[config.mk]
export PLATFORM = sky130hd
export DESIGN_NAME = tx_arbiter
export DESIGN_NICKNAME = d
export VERILOG_FILES = /design/src/rtl/tx_arbiter.sv
export SDC_FILE = /design/constraint.sdc
export NUM_CORES = 1
export LEC_CHECK = 0
export CAP_MARGIN = 40
export CORE_ASPECT_RATIO = 1.1
export CORE_UTILIZATION = 35
export CTS_CLUSTER_DIAMETER = 80
export CTS_CLUSTER_SIZE = 8
export DETAILED_ROUTE_END_ITERATION = 10
export HOLD_SLACK_MARGIN = 0.03
export PLACE_DENSITY = 0.76
export RECOVER_POWER = 100
export SLEW_MARGIN = 20
export SYNTH_ARGS = -nofsm -noshare
export SYNTH_HDL_FRONTEND = slang
export SYNTH_SLANG_ARGS = --single-unit
[constraint.sdc]
create_clock -name Clk_R -period 1.5 [get_ports Clk_R]
set_input_delay 0.375 -clock Clk_R [delete_from_list [all_inputs] [get_ports Clk_R]]
set_output_delay 0.375 -clock Clk_R [all_outputs]
set_load 0.005 [all_outputs]
[src/rtl/tx_arbiter.sv]
`default_nettype none
// ============================================================================
// Module   : tx_arbiter
// Purpose  : Shares one serial transmitter between the ring forward path and
//            the local (router core) path. The winning packet is captured into
//            a holding register and presented on the TX_Data/TX_Data_Valid
//            handshake. After each accepted frame an inter-frame gap is
//            enforced. A frame the transmitter will not take within TIMEOUT
//            cycles is dropped.
// Ports    : Clk_R, Rst_n         - clock, asynchronous active-low reset
//            Fwd_Valid/Data/Ready - forward source (Ready = 1-cycle capture pulse)
//            Loc_Valid/Data/Ready - local source, eligible only with Has_Token
//            Has_Token            - router holds the token
//            TX_Ready             - transmitter can accept a frame
//            TX_Data_Valid/Data   - holding register toward the transmitter
//            Grant_Id             - 00 none, 01 forward, 10 local
//            Tx_Done/Tx_Timeout   - 1-cycle pulses: frame accepted / dropped
// Revision : 1.0 - initial release
// ============================================================================
module tx_arbiter #(
    parameter int DATA_W     = 55,
    parameter int GAP_CYCLES = 2,
    parameter int TIMEOUT    = 255
) (
    input  logic              Clk_R,
    input  logic              Rst_n,
    input  logic              Fwd_Valid,
    input  logic [DATA_W-1:0] Fwd_Data,
    output logic              Fwd_Ready,
    input  logic              Loc_Valid,
    input  logic [DATA_W-1:0] Loc_Data,
    output logic              Loc_Ready,
    input  logic              Has_Token,
    input  logic              TX_Ready,
    output logic              TX_Data_Valid,
    output logic [DATA_W-1:0] TX_Data,
    output logic [1:0]        Grant_Id,
    output logic              Tx_Done,
    output logic              Tx_Timeout
);

    localparam logic [1:0] GRANT_NONE = 2'b00;
    localparam logic [1:0] GRANT_FWD  = 2'b01;
    localparam logic [1:0] GRANT_LOC  = 2'b10;

    // Gap counter only has to hold GAP_CYCLES-1.
    localparam int             GAP_W    = (GAP_CYCLES > 1) ? $clog2(GAP_CYCLES) : 1;
    localparam logic [GAP_W-1:0] GAP_LOAD = (GAP_CYCLES > 0) ? GAP_W'(GAP_CYCLES - 1) : '0;
    localparam logic [7:0]     TOUT_LAST = 8'(TIMEOUT - 1);

    typedef enum logic [1:0] {
        S_IDLE = 2'd0,
        S_SEND = 2'd1,
        S_GAP  = 2'd2
    } state_t;

    state_t           state;
    logic             last_loc;   // 1: most recent grant went to the local path
    logic [7:0]       tout_cnt;
    logic [GAP_W-1:0] gap_cnt;

    logic fwd_el;
    logic loc_el;
    logic pick_loc;

    assign fwd_el = Fwd_Valid;
    assign loc_el = Loc_Valid & Has_Token;
    // Local wins when it is the only candidate, or on a tie when forward
    // had the previous grant.
    assign pick_loc = loc_el & (~fwd_el | ~last_loc);

    always_ff @(posedge Clk_R or negedge Rst_n) begin
        if (!Rst_n) begin
            state         <= S_IDLE;
            last_loc      <= 1'b1;
            tout_cnt      <= '0;
            gap_cnt       <= '0;
            Fwd_Ready     <= 1'b0;
            Loc_Ready     <= 1'b0;
            TX_Data_Valid <= 1'b0;
            TX_Data       <= '0;
            Grant_Id      <= GRANT_NONE;
            Tx_Done       <= 1'b0;
            Tx_Timeout    <= 1'b0;
        end else begin
            // Pulse outputs default low every cycle.
            Fwd_Ready  <= 1'b0;
            Loc_Ready  <= 1'b0;
            Tx_Done    <= 1'b0;
            Tx_Timeout <= 1'b0;

            case (state)
                S_IDLE: begin
                    if (fwd_el || loc_el) begin
                        TX_Data       <= pick_loc ? Loc_Data : Fwd_Data;
                        Grant_Id      <= pick_loc ? GRANT_LOC : GRANT_FWD;
                        last_loc      <= pick_loc;
                        Fwd_Ready     <= ~pick_loc;
                        Loc_Ready     <= pick_loc;
                        TX_Data_Valid <= 1'b1;
                        tout_cnt      <= '0;
                        state         <= S_SEND;
                    end
                end

                S_SEND: begin
                    // Token loss is deliberately ignored here: a captured
                    // local frame is always allowed to complete.
                    if (TX_Ready) begin
                        Tx_Done       <= 1'b1;
                        TX_Data_Valid <= 1'b0;
                        Grant_Id      <= GRANT_NONE;
                        if (GAP_CYCLES > 0) begin
                            gap_cnt <= GAP_LOAD;
                            state   <= S_GAP;
                        end else begin
                            state   <= S_IDLE;
                        end
                    end else if (tout_cnt == TOUT_LAST) begin
                        // This edge is the TIMEOUT-th cycle without acceptance.
                        Tx_Timeout    <= 1'b1;
                        TX_Data_Valid <= 1'b0;
                        Grant_Id      <= GRANT_NONE;
                        state         <= S_IDLE;
                    end else begin
                        tout_cnt <= tout_cnt + 8'd1;
                    end
                end

                S_GAP: begin
                    if (gap_cnt == '0) begin
                        state <= S_IDLE;
                    end else begin
                        gap_cnt <= gap_cnt - GAP_W'(1);
                    end
                end

                default: begin
                    state <= S_IDLE;
                end
            endcase
        end
    end

endmodule
`default_nettype wire

==> results.json <==
{
  "worst_pin_slew_ns": 0.4942,
  "synth_cell_types": 31,
  "power_w": 0.009784,
  "vdd_drop_max_mv": 0.7296,
  "grt_pass1_wl_um": 17490,
  "layout.nets": 656,
  "cp_common_cell": "a21oi_1",
  "clock_sinks": 74,
  "synthTopCellsByArea": "dfrtp_1 55%, o2bb2ai_1 14%, a21oi_1 9.5%",
  "synth.top_cell.area_share_pct": 54.97,
  "path_delay_family": "compound AO/OA/AOI/OAI gates",
  "relSlewSlack_pct": 67.05,
  "synthesis.area_um2": 3323,
  "cts_tree": "built",
  "arrival_ns": 1.82,
  "rsz0062_at_grt": "yes",
  "drv_cap": 0,
  "status": "complete, but fails checks",
  "numCtsBuffers": 9,
  "firstDrtPassIters": 4,
  "path_clk_slew_ns": 0.08,
  "place_area_um2": 5344,
  "grt_max_degree": 56,
  "drive_gt1_share_pct": 16.94,
  "gr-usage-all-layers_pct": 22.72,
  "synthCells": 323,
  "ctsHtreeMaxLevel": 3,
  "skew_ns": 0.009301,
  "required_ns": 1.75,
  "vias": 3443,
  "ant_nets": 0,
  "initial_core_util_pct": 36.71,
  "die-area_um2": 9889,
  "path_max_fanout": 3,
  "crit_path_max_incr_delay_ns": 0.35,
  "die_w_um": 94.91,
  "grt_pass1_vias": 3532,
  "postLayoutCellArea_um2": 5927,
  "synthToLayoutAreaGrowth_pct": 78.35,
  "portBuffers": 177,
  "finalWorstSetupSlack_ns": -0.07121,
  "slowest_stage": "dfrtp_1",
  "drt_iter0_drc": 161,
  "r2r_slack_ns": -0.07,
  "timing.critical_path.buf_inv": 2,
  "criticalPathCategory": "reg2reg",
  "setup_viol": 15,
  "yosys_warnings": 0,
  "worstPathCellList": "inv_1 > ha_2 > and3_4 > a211oi_4 > buf_6 > a21oi_1 > a21oi_1",
  "routedWlPerCell_um": 18.49,
  "cp-start-kind": "flop",
  "globalRouteOverflowTotal": 0,
  "drc_errors": 0,
  "violations": "negative setup slack",
  "clock_path_buffers": 2,
  "ys_ff_latch": 74,
  "synth_top_area_cell": "dfrtp_1",
  "worstSetupEndpointType": "flop",
  "seq_area_frac_synth_pct": 55.76,
  "period_share_pct": 104.7,
  "hold_viol_final": 0,
  "p_leak_nw": 2.471,
  "wl_um": 12150,
  "place_congestion": 0.7992,
  "antennaDiodeCount": 0,
  "p_per_area_nw_per_um2": 1651,
  "clock.fmax_mhz": 636.5,
  "slew_viol_final": 0,
  "fin_crit_ns": 1.571,
  "avgSynthCellArea_um2": 10.29,
  "row_count": 36,
  "syn_nets": 441,
  "clock_latency_ns": 0.34,
  "ios": 178,
  "hold_class": "in2reg",
  "dp_hpwl_um": 7823,
  "die_h_um": 104.2,
  "antenna_found_initial": 0,
  "core_area_um2": 9054,
  "cts-root-buf": "clkbuf_8",
  "vias_per_cell": 5.240
}
-- cell usage in the layout (no fill, tap or decap), drive strengths merged, types with 2 or more instances in the layout --
master / instances
dlygate4sd2: 62
a21oi: 63
nand2: 10
and2: 2
a21o: 3
nor2: 57
clkdlybuf4s50: 112
bufinv: 2
clkbuf: 20
dlymetal6s2s: 2
nor3: 2
buf: 44
a41oi: 2
clkinvlp: 2
a31oi: 4
and3: 3
dfrtp: 73
o21a: 4
nand3: 4
ha: 2
inv: 2
o21ai: 6
o2bb2ai: 55
-- stage by stage --
step	setup TNS, ns	worst slack [ns]	util, %	hold WS (ns)	instances
5_1_grt	-1.548	-0.1211	65.46	0.4921	657
4_1_cts	-0.0001876	-0.0001876	62.48	0.4625	646
3_3_place_gp	-19.65	-0.3205	59.02	0.2644	612
6_report	-0.5813	-0.07121	65.46	0.4811	657
2_1_floorplan	0	0.0007792	-	0.07941	323
3_5_place_dp	-20.61	-0.3545	59.02	0.2717	612
-- worst register-to-register path: cells and delay by family, from the launching register on --
family	cells	cell delay, ns
compound gates	3	0.54
buf+inv	2	0.20
fa+ha+maj	1	0.19
simple gates	1	0.19
flops	1	0.35
-- cells in the mapped netlist --
library cell / count
a41oi_1: 2
o21ai_2: 1
buf_4: 5
o21ai_0: 4
a211o_2: 1
a211oi_4: 1
buf_2: 15
nand2b_2: 1
nand2_2: 1
and2_1: 1
dfstp_2: 1
ha_1: 2
a31o_2: 1
a31oi_1: 4
nor2_1: 57
o21ai_1: 1
nand2_1: 9
clkbuf_1: 4
buf_1: 1
nor3_1: 1
a21o_1: 3
a21oi_1: 63
and2_2: 1
o2bb2ai_1: 55
nand3_1: 4
inv_1: 2
o21a_1: 4
nor3_2: 1
dfrtp_1: 73
and4_4: 1
and3_1: 3
-- timing repair --
action,CTS,global route
pin swaps,3,6
setup endpoints to repair,81,64
endpoints found under the hold margin,15,0
hold buffers,1,0
resized for setup,70,26
cloned,0,7
buffers inserted,17,4
-- kinds of logic after synthesis --
| kind of cell | count (synthesis) | synth area share, % |
|---|---|---|
| buffers and inverters | 27 | 4.179 |
| adder cells (fa/ha/maj) | 2 | 0.7529 |
| flip-flops | 74 | 55.76 |
| AO/OA/AOI/OAI | 140 | 29.03 |
| AND/OR/NAND/NOR | 80 | 10.28 |
-- state kept, by name (all words and copies together) (netlist names) --
name and flops:
TX_Data 55, tout_cnt 8, Grant_Id 2, state 2, Fwd_Ready 1, Loc_Ready 1, TX_Data_Valid 1, Tx_Done 1
Tx_Timeout 1, gap_cnt 1, last_loc 1
-- power breakdown --
part	switching [W]	internal, W
registers	0.000502	0.00288
logic	0.00216	0.00251
clock network	0.000744	0.000985
-- final timing paths --
path,startpoint,endpoint,cells after the start
max in group asynchronous,Rst_n,last_loc,3
worst min register to register,TX_Data_Valid,TX_Data_Valid,2
worst max-delay path,tout_cnt[0],tout_cnt[3],7
worst max register to register,tout_cnt[0],tout_cnt[3],7
worst min-delay path,Has_Token,Fwd_Ready,3
min in group asynchronous,Rst_n,TX_Data[53],2
-- routing by layer --
| layer | part of all wire (%) | track usage (%) | up-vias |
|---|---|---|---|
| li1 | - | - | 1606 |
| met1 | 39 | 27.34 | 1654 |
| met2 | 52 | 39.47 | 161 |
| met3 | 6.9 | 4.094 | 22 |
| met4 | 2.1 | 8.874 | 0 |
| met5 | 0 | 0 | - |
-- area by class of cell --
| type | instances | area, µm² |
|---|---|---|
| clock inverters | 4 | 75.07 |
| well taps | 114 | 142.6 |
| multi-input cells | 222 | 1458 |
| inverters | 2 | 7.507 |
| repair buffers | 229 | 2246 |
| flip-flops and latches | 74 | 1853 |
| clock buffers | 12 | 145.1 |
| fillers | 770 | 3127 |
Note: power is estimated with default switching activity, not from simulation.
